==> config.mk <==
export PLATFORM = sky130hd
export DESIGN_NAME = awg_cmd_decoder
export DESIGN_NICKNAME = d
export VERILOG_FILES = /design/src/rtl/awg_pkg.sv /design/src/rtl/awg_byte_timeout.sv /design/src/rtl/awg_cmd_decoder.sv
export SDC_FILE = /design/constraint.sdc
export NUM_CORES = 1
export LEC_CHECK = 0
export BUFFER_PORTS_ARGS = -buffer_cell sky130_fd_sc_hd__buf_4
export CORE_MARGIN = 3
export CORE_UTILIZATION = 50
export DETAILED_ROUTE_END_ITERATION = 6
export PLACE_DENSITY = 0.74
export SYNTH_ARGS = -nofsm -noshare
export SYNTH_HDL_FRONTEND = slang
export SYNTH_HIERARCHICAL = 1
export SYNTH_SLANG_ARGS = --single-unit
==> constraint.sdc <==
create_clock -name clk -period 6.6 [get_ports clk]
set_clock_uncertainty 0.2 [all_clocks]
set_input_delay 0.66 -clock clk [delete_from_list [all_inputs] [get_ports clk]]
set_output_delay 0.66 -clock clk [all_outputs]
set_load 0.01 [all_outputs]
==> src/rtl/awg_pkg.sv <==
// Shared constants for the AWG command path: sync byte, field codes,
// decoder state encoding and waveform type codes.
package awg_pkg;

    localparam logic [7:0] AWG_SYNC = 8'hA5;

    localparam logic [1:0] FLD_WAVE = 2'd0;
    localparam logic [1:0] FLD_FREQ = 2'd1;
    localparam logic [1:0] FLD_AMP  = 2'd2;
    localparam logic [1:0] FLD_OFS  = 2'd3;

    localparam logic [1:0] WAVE_SINE     = 2'd0;
    localparam logic [1:0] WAVE_SQUARE   = 2'd1;
    localparam logic [1:0] WAVE_TRIANGLE = 2'd2;
    localparam logic [1:0] WAVE_SAW      = 2'd3;

    typedef enum logic [2:0] {
        ST_IDLE,
        ST_HDR,
        ST_DHI,
        ST_DLO,
        ST_CKS
    } dec_state_e;

    function automatic logic [7:0] pkt_cksum(input logic [7:0] hdr,
                                             input logic [7:0] dhi,
                                             input logic [7:0] dlo);
        return hdr ^ dhi ^ dlo;
    endfunction

endpackage

==> src/rtl/awg_byte_timeout.sv <==
// Inter-byte watchdog: counts idle cycles while running and emits a
// one-cycle expire pulse after TIMEOUT_CYC cycles without a clear.
module awg_byte_timeout #(
    parameter int TIMEOUT_CYC = 50000
) (
    input  logic clk,
    input  logic rst,
    input  logic clear_i,
    input  logic run_i,
    output logic expire_o
);

    localparam int CW = $clog2(TIMEOUT_CYC);

    logic [CW-1:0] cnt_q;
    logic [CW-1:0] cnt_d;

    // A byte arriving in the expiry cycle suppresses the pulse.
    assign expire_o = run_i && !clear_i && (cnt_q == CW'(TIMEOUT_CYC - 1));

    always_comb begin
        if (clear_i || !run_i || expire_o) begin
            cnt_d = '0;
        end else begin
            cnt_d = cnt_q + CW'(1);
        end
    end

    // NOTE: sequential state uses non-blocking assignments only, so every
    // flop samples the pre-edge values regardless of statement order.
    always_ff @(posedge clk or posedge rst) begin
        if (rst) begin
            cnt_q <= '0;
        end else begin
            cnt_q <= cnt_d;
        end
    end

endmodule

==> src/rtl/awg_cmd_decoder.sv <==
// Framed multi-channel UART command decoder for the AWG.
// Define AWG_CMD_CKSUM_EN for 5-byte packets with an XOR checksum byte.
module awg_cmd_decoder
    import awg_pkg::*;
#(
    parameter int NUM_CH      = 4,
    parameter int FREQ_W      = 16,
    parameter int AMP_W       = 10,
    parameter int OFS_W       = 10,
    parameter int TIMEOUT_CYC = 50000
) (
    input  logic                       clk,
    input  logic                       rst,
    input  logic [7:0]                 uart_data,
    input  logic                       data_valid,
    output logic [2*NUM_CH-1:0]        waveform_type,
    output logic [FREQ_W*NUM_CH-1:0]   frequency,
    output logic [AMP_W*NUM_CH-1:0]    amplitude,
    output logic [OFS_W*NUM_CH-1:0]    dc_offset,
    output logic [NUM_CH-1:0]          cfg_update,
    output logic                       cmd_ok,
    output logic                       cmd_err,
    output logic                       busy
);

    dec_state_e state_q;
    logic [3:0] chan_q;
    logic [1:0] fld_q;
    logic [7:0] dhi_q;
`ifdef AWG_CMD_CKSUM_EN
    logic [7:0] hdr_q;
    logic [7:0] dlo_q;
`endif

    logic [NUM_CH-1:0][1:0]       wave_q;
    logic [NUM_CH-1:0][FREQ_W-1:0] freq_q;
    logic [NUM_CH-1:0][AMP_W-1:0]  amp_q;
    logic [NUM_CH-1:0][OFS_W-1:0]  ofs_q;
    logic [NUM_CH-1:0]             upd_q;
    logic                          ok_q;
    logic                          err_q;

    logic        expire;
    logic        fin_byte;
    logic        fin_ok;
    logic [15:0] fin_data;

    assign busy = (state_q != ST_IDLE);

    awg_byte_timeout #(
        .TIMEOUT_CYC (TIMEOUT_CYC)
    ) u_timeout (
        .clk      (clk),
        .rst      (rst),
        .clear_i  (data_valid),
        .run_i    (busy),
        .expire_o (expire)
    );

    // NOTE: every always_comb output gets a default first so no path can
    // leave it unassigned and infer a latch.
    always_comb begin
        fin_byte = 1'b0;
        fin_data = '0;
        fin_ok   = 1'b0;
`ifdef AWG_CMD_CKSUM_EN
        fin_byte = data_valid && (state_q == ST_CKS);
        fin_data = {dhi_q, dlo_q};
        fin_ok   = ({1'b0, chan_q} < 5'(NUM_CH))
                && (uart_data == pkt_cksum(hdr_q, dhi_q, dlo_q));
`else
        fin_byte = data_valid && (state_q == ST_DLO);
        fin_data = {dhi_q, uart_data};
        fin_ok   = ({1'b0, chan_q} < 5'(NUM_CH));
`endif
    end

    // NOTE: the configuration arrays are reset explicitly because the
    // waveform engines must start from defined, non-zero settings.
    always_ff @(posedge clk or posedge rst) begin
        if (rst) begin
            state_q <= ST_IDLE;
            chan_q  <= '0;
            fld_q   <= '0;
            dhi_q   <= '0;
`ifdef AWG_CMD_CKSUM_EN
            hdr_q   <= '0;
            dlo_q   <= '0;
`endif
            for (int c = 0; c < NUM_CH; c++) begin
                wave_q[c] <= WAVE_SINE;
                freq_q[c] <= FREQ_W'(1);
                amp_q[c]  <= '1;
                ofs_q[c]  <= OFS_W'(1) << (OFS_W - 1);
            end
            upd_q <= '0;
            ok_q  <= 1'b0;
            err_q <= 1'b0;
        end else begin
            upd_q <= '0;
            ok_q  <= 1'b0;
            err_q <= 1'b0;
            if (data_valid) begin
                case (state_q)
                    ST_IDLE: if (uart_data == AWG_SYNC) state_q <= ST_HDR;
                    ST_HDR: begin
                        chan_q  <= uart_data[7:4];
                        fld_q   <= uart_data[1:0];
`ifdef AWG_CMD_CKSUM_EN
                        hdr_q   <= uart_data;
`endif
                        state_q <= ST_DHI;
                    end
                    ST_DHI: begin
                        dhi_q   <= uart_data;
                        state_q <= ST_DLO;
                    end
`ifdef AWG_CMD_CKSUM_EN
                    ST_DLO: begin
                        dlo_q   <= uart_data;
                        state_q <= ST_CKS;
                    end
`endif
                    default: state_q <= ST_IDLE;
                endcase
            end else if (expire) begin
                state_q <= ST_IDLE;
                err_q   <= 1'b1;
            end

            // Final byte: commit the field or reject the whole packet.
            if (fin_byte) begin
                if (fin_ok) begin
                    ok_q <= 1'b1;
                    for (int c = 0; c < NUM_CH; c++) begin
                        if (chan_q == 4'(c)) begin
                            upd_q[c] <= 1'b1;
                            case (fld_q)
                                FLD_WAVE: wave_q[c] <= fin_data[1:0];
                                FLD_FREQ: freq_q[c] <= fin_data[FREQ_W-1:0];
                                FLD_AMP:  amp_q[c]  <= fin_data[AMP_W-1:0];
                                default:  ofs_q[c]  <= fin_data[OFS_W-1:0];
                            endcase
                        end
                    end
                end else begin
                    err_q <= 1'b1;
                end
            end
        end
    end

    assign waveform_type = wave_q;
    assign frequency     = freq_q;
    assign amplitude     = amp_q;
    assign dc_offset     = ofs_q;
    assign cfg_update    = upd_q;
    assign cmd_ok        = ok_q;
    assign cmd_err       = err_q;

endmodule
# Word level (Yosys, flattened, before mapping)
# Cells that the tools add are included.
[classes]
add_sub_neg = 1
n_lt_le_gt_ge = 1
n_eq_ne = 11
mux = 17
n_bitwise = 1
reduce_logical = 32
[ops]
columns = ["op", "count"]
rows = [
  ["$reduce_and A4 Y1", 16],
  ["$add A16 B1 Y16 const B", 1],
  ["$eq A16 B16 Y1 const B", 1],
  ["$mux W16", 1],
  ["$mux W1", 10],
  ["$mux W3", 3],
  ["$pmux W3 S3", 1],
  ["$eq A4 B2 Y1 const B", 2],
  ["$eq A8 B8 Y1 const B", 1],
  ["$mux W4", 2],
  ["$eq A3 B2 Y1 const B", 2],
  ["$reduce_and A2 Y1", 3],
  ["$eq A4 B1 Y1 const B", 1],
  ["$logic_not A4 Y1", 1],
  ["$lt A4 B3 Y1 const B", 1],
  ["$eq A3 B1 Y1 const B", 1],
  ["$logic_and A1 B1 Y1", 3],
  ["$logic_not A3 Y1", 1],
  ["$ne A3 B3 Y1 const B", 1],
  ["$reduce_bool A3 Y1", 1],
  ["$reduce_or A3 Y1", 1],
  ["$eq A2 B1 Y1 const B", 1],
  ["$eq A2 B2 Y1 const B", 1],
  ["$logic_not A1 Y1", 2],
  ["other kinds (4)", 5],
]
[totals]
ff_bits = 191
in_bits = 11
out_inout_bits = 159
wordCells = 87

# Depth between registers and ports, before layout
[depth]
depth_word = 7
depth_mapped = 8
depth_no_buf = 7

# Modules after synthesis
# Netlist, hierarchy kept.
[modules_own_cells]
columns = ["module", "n_inst", "cells_each", "area_each_um2", "seq_area_each_um2"]
rows = [
  ["awg_cmd_decoder", 1, 424, 6975.4, 4414.2],
  ["awg_byte_timeout", 1, 83, 932.1, 400.4],
]

# Least setup slack after synthesis
# Ideal clock, no wire load.
[synth_timing]
path_type = "in2reg"
startpoint = "input data_valid"
endpoint = "register freq_q (netlist bit frequency[2])"
setup_time_ps = 125
arrival_ps = 1835
t_required_ps = 6275
slack_ps = 4440
path_stages = 5
n_path_buf = 2
path_cell_list = "nand4bb_1 > buf_6 > nor4b_4 > buf_6 > mux2_2"
[synth_via]
elab_chain_cells = 2
[synth_rtl]
columns = ["element", "line_no", "text"]
rows = [
  ["start: declaration", "awg_cmd_decoder.sv:15", "input logic data_valid,"],
  ["$logic_and A1 B1 Y1", "awg_cmd_decoder.sv:72", "fin_byte = data_valid && (state_q == ST_DLO);"],
  ["$reduce_and A4 Y1 (no line)", "-", ""],
  ["end signal: indexed assignment", "awg_cmd_decoder.sv:140", "FLD_FREQ: freq_q[c] <= fin_data[FREQ_W-1:0];"],
  ["end: declaration", "awg_cmd_decoder.sv:36", "logic [NUM_CH-1:0][FREQ_W-1:0] freq_q;"],
]
# Every way passes these cells.
# A chain may end at the register's enable or synchronous reset.

# Worst setup path after layout
[layout_timing]
startpoint = "register state_q[1]"
endpoint = "register freq_q (netlist bit frequency[47])"
[layout_via]
elab_chain_cells = 3
[layout_rtl]
columns = ["element", "line_no", "text"]
rows = [
  ["start: declaration", "awg_cmd_decoder.sv:26", "dec_state_e state_q;"],
  ["start signal: assignment", "awg_cmd_decoder.sv:82", "state_q <= ST_IDLE;"],
  ["start signal: assignment", "awg_cmd_decoder.sv:105", "ST_IDLE: if (uart_data == AWG_SYNC) state_q <= ST_HDR;"],
  ["start signal: assignment", "awg_cmd_decoder.sv:112", "state_q <= ST_DHI;"],
  ["$eq A3 B2 Y1", "awg_cmd_decoder.sv:72", ""],
  ["$logic_and A1 B1 Y1", "awg_cmd_decoder.sv:72", ""],
  ["$reduce_and A4 Y1 (no line)", "-", ""],
]
# Every way passes these cells.

==> key figures <==
Timing
  – Crit share post-route: 45.9%
  – RSZ-0062 raised after global routing: no
  – Fin. max-slew vios: 0
  – Slew @ Worst Pin: approximately 0.96 ns
  – Final Hold Vio Count: 0
  – Setup_tns: 0 ns
  – Fin crit period: 3.03 ns
  – Final setup vio count: 0
  – FMAX: ~330 MHz
  – Worst slew margin: ~36%

Synth
  – Post-synth top area cell: dfrtp_1
  – Synth Area in Compound Gates: 0.696%
  – Adder-cell share of the synthesized area: 0.949%
  – Post-synthesis mux area share: 24.1%
  – Largest family of logic cells by synthesized area: multiplexers
  – Post-synthesis instance total: 507
  – Syn nets: between 500 and 600
  – XOR/XNOR Fraction of Synth Area: under 10%
  – Syn_area_per_cell: between 15 and 20 sq um
  – Simple-Gate Fraction of Synth Area: 9.15%
  – Mapped Area: 0.00791 sq mm
  – Ys Warns: 6
  – Sequential area share after synthesis: approximately 61%
  – Seq cells post-synth: 190
  – Share of the synthesized area in the top cell type: between 40% and 50%
  – Ranking of synthesized cells by area: dfrtp_1, mux2_2, dfstp_2
  – Distinct cells, synth: between 40 and 50

Floorplan
  – Die ar.: 0.0174 sq mm
  – Initial core utilization: about half
  – Die W: roughly 130 um
  – # rows: 45
  – Core area: 0.0153 sq mm
  – I/O pin count: 170
  – Die extent in y: 132 um

Critical path
  – CP arrival: between 3 and 4 ns
  – RR Startpoint: state_q[1]
  – Reg-to-reg setup timing slack: 3.57 ns
  – Crit. End Element: flop
  – Crit Path Class: flop to flop
  – Crit Path Max Fanout: 16
  – R2R Path End: frequency[47]
  – Critical path required time: roughly 6.7 ns
  – Worst R2R Path Depth: 5
  – Startpoint class of the critical path: flop

Place
  – # port buffers: roughly 170
  – Post-DP HPWL: around 12 mm
  – Cells after DPL: 863
  – RePlAce Congestion: 0.800

Drt
  – Final WL: 18.2 mm
  – DR vias: roughly 4.8k
  – Routed Antenna Nets: 0
  – Drt pass-1 iters: 5
  – Vias per inst: approximately 5.3
  – Per-cell routed wire length: just over 20 um
  – Residual DRC: 0
  – Iter 0 DRT Violations: 190

Global routing
  – Initial antenna violation count: 0
  – GRT Residual Overflow: 0
  – Global-route wire length before repair: between 20 and 30 mm
  – GRT Total Usage: between 20% and 30%
  – Vias in the first global route: 5222
  – Largest net degree at the start of global routing: between 100 and 150

Clocking
  – CTS resizes: 0
  – Root buffer cell: clkbuf_16
  – Maximum buffer depth of the clock tree: 2
  – Clk slew on worst S/H paths: about 0.060 ns
  – CTS tree: built
  – Hold_buf cts: 0
  – Clock Sinks: 190
  – H-tree levels: 4
  – CTS Buf Count: 17
  – Number of buffers added for setup after CTS: 0
  – Clock latency on the worst-skew pair: 0.42 ns

Layout
  – Core Util, Final: 64.4%
  – Share of cells above drive strength 1: around two thirds
  – # diodes: 0
  – Most common cell after layout, fill and taps aside: buf_4
  – Area Growth Syn to Fin: 24.8%
  – Fin nets: 688
  – Finished Layout Cells: 895
  – Most frequent cells in the layout: buf_4, mux2_2, dfrtp_1

Power
  – Power Density: 248 mW/mm^2
  – Leak: approximately 5.0 nW
  – VDD IR max: between 0.00015 and 0.0002 V

Hold path
  – Min-delay worst type: primary input to asynchronous set/reset pin

Job
  – Max-cap viol count: 0

Status
  – Status: finished clean
==> through the flow <==
step                hold WS, ns  worst slack (ns)  cell area [sq um]  power (mW)
finish                    0.165              3.57               9870        2.45
global route              0.210              3.38               9870        2.56
CTS                       0.162              3.63               9870        2.48
detailed placement        0.295              3.44               9310        1.51
global placement          0.292              3.57               9310        1.50
floorplan                 0.295              1.10               7910        1.44
==> state kept, by name, summed over array words and instances, names as in the netlist <==
register         cells
fld_q                2
state_q              2
cfg_update           4
waveform_type        8
u_timeout/cnt_q     16
cmd_ok               1
cmd_err              1
dc_offset           40
amplitude           40
chan_q               4
dhi_q                8
frequency           64
==> critical path: stages (launching register included) <==
cell	delay (ns)
dfrtp_1	0.44
ha_1	0.21
nand4bb_1	0.56
clkinv_2	0.44
nand4b_2	0.57
mux2_2	0.49
==> cells in the mapped netlist, drive strengths merged <==
cell type	count
mux2	166
dfrtp	142
dfstp	48
nor2	22
clkbuf	14
buf	13
nand4	12
xnor2	12
inv	11
nand3	9
ha	6
nor3	6
nor4	6
nand2	5
nor4b	5
nor4bb	4
nor3b	3
a21oi	2
and2	2
nor2b	2
o2111ai	2
o21ai	2
or4bb	2
xor2	2
a221o	1
and2b	1
and3	1
and4bb	1
clkinv	1
nand3b	1
nand4b	1
nand4bb	1
o211ai	1
==> layout make-up <==
class | count | area (sq um)
clock buffer | 25 | 508
clock inverter | 7 | 50.0
fill | 1169 | 5450
inverter | 12 | 51.3
multi-input combinational | 278 | 2890
sequential | 190 | 4810
tap | 211 | 264
timing repair buffer | 172 | 1290
==> routing by layer <==
| layer | wire, um | part of all wire (%) | vias to the layer above | GRT usage [%] |
|---|---|---|---|---|
| met5 | 0 | 0 | - | 0 |
| met1 | 7590 | 42 | 2480 | 27.9 |
| met4 | 337 | 1.8 | 0 | 6.53 |
| met2 | 9040 | 50 | 150 | 35.2 |
| met3 | 1270 | 7.0 | 21 | 7.75 |
| li1 | - | - | 2130 | - |
==> kinds of logic after synthesis <==
group           Yosys count
mux                     166
fa+ha+maj                 6
simple gates             84
buf+inv                  39
flops                   190
compound gates            8
xor+xnor                 14
==> how the worst max path moves through the flow <==
stage               slack (ns)             to        from  cells after the start
CTS                       3.63  frequency[47]  state_q[1]                      5
global placement          3.57  frequency[47]  data_valid                      5
detailed placement        3.44  frequency[37]  data_valid                      5
global route              3.38  frequency[47]  state_q[1]                      5
finish                    3.57  frequency[47]  state_q[1]                      5
floorplan                 1.10  cfg_update[0]         rst                      1
==> power by group <==
| part | total [mW] | switching [mW] | internal (mW) | leakage (nW) |
|---|---|---|---|---|
| clock network | 0.962 | 0.422 | 0.540 | 0.273 |
| logic | 0.190 | 0.113 | 0.0772 | 2.26 |
| registers | 1.30 | 0.0934 | 1.20 | 2.47 |
Power figures use the tool's default switching activity.
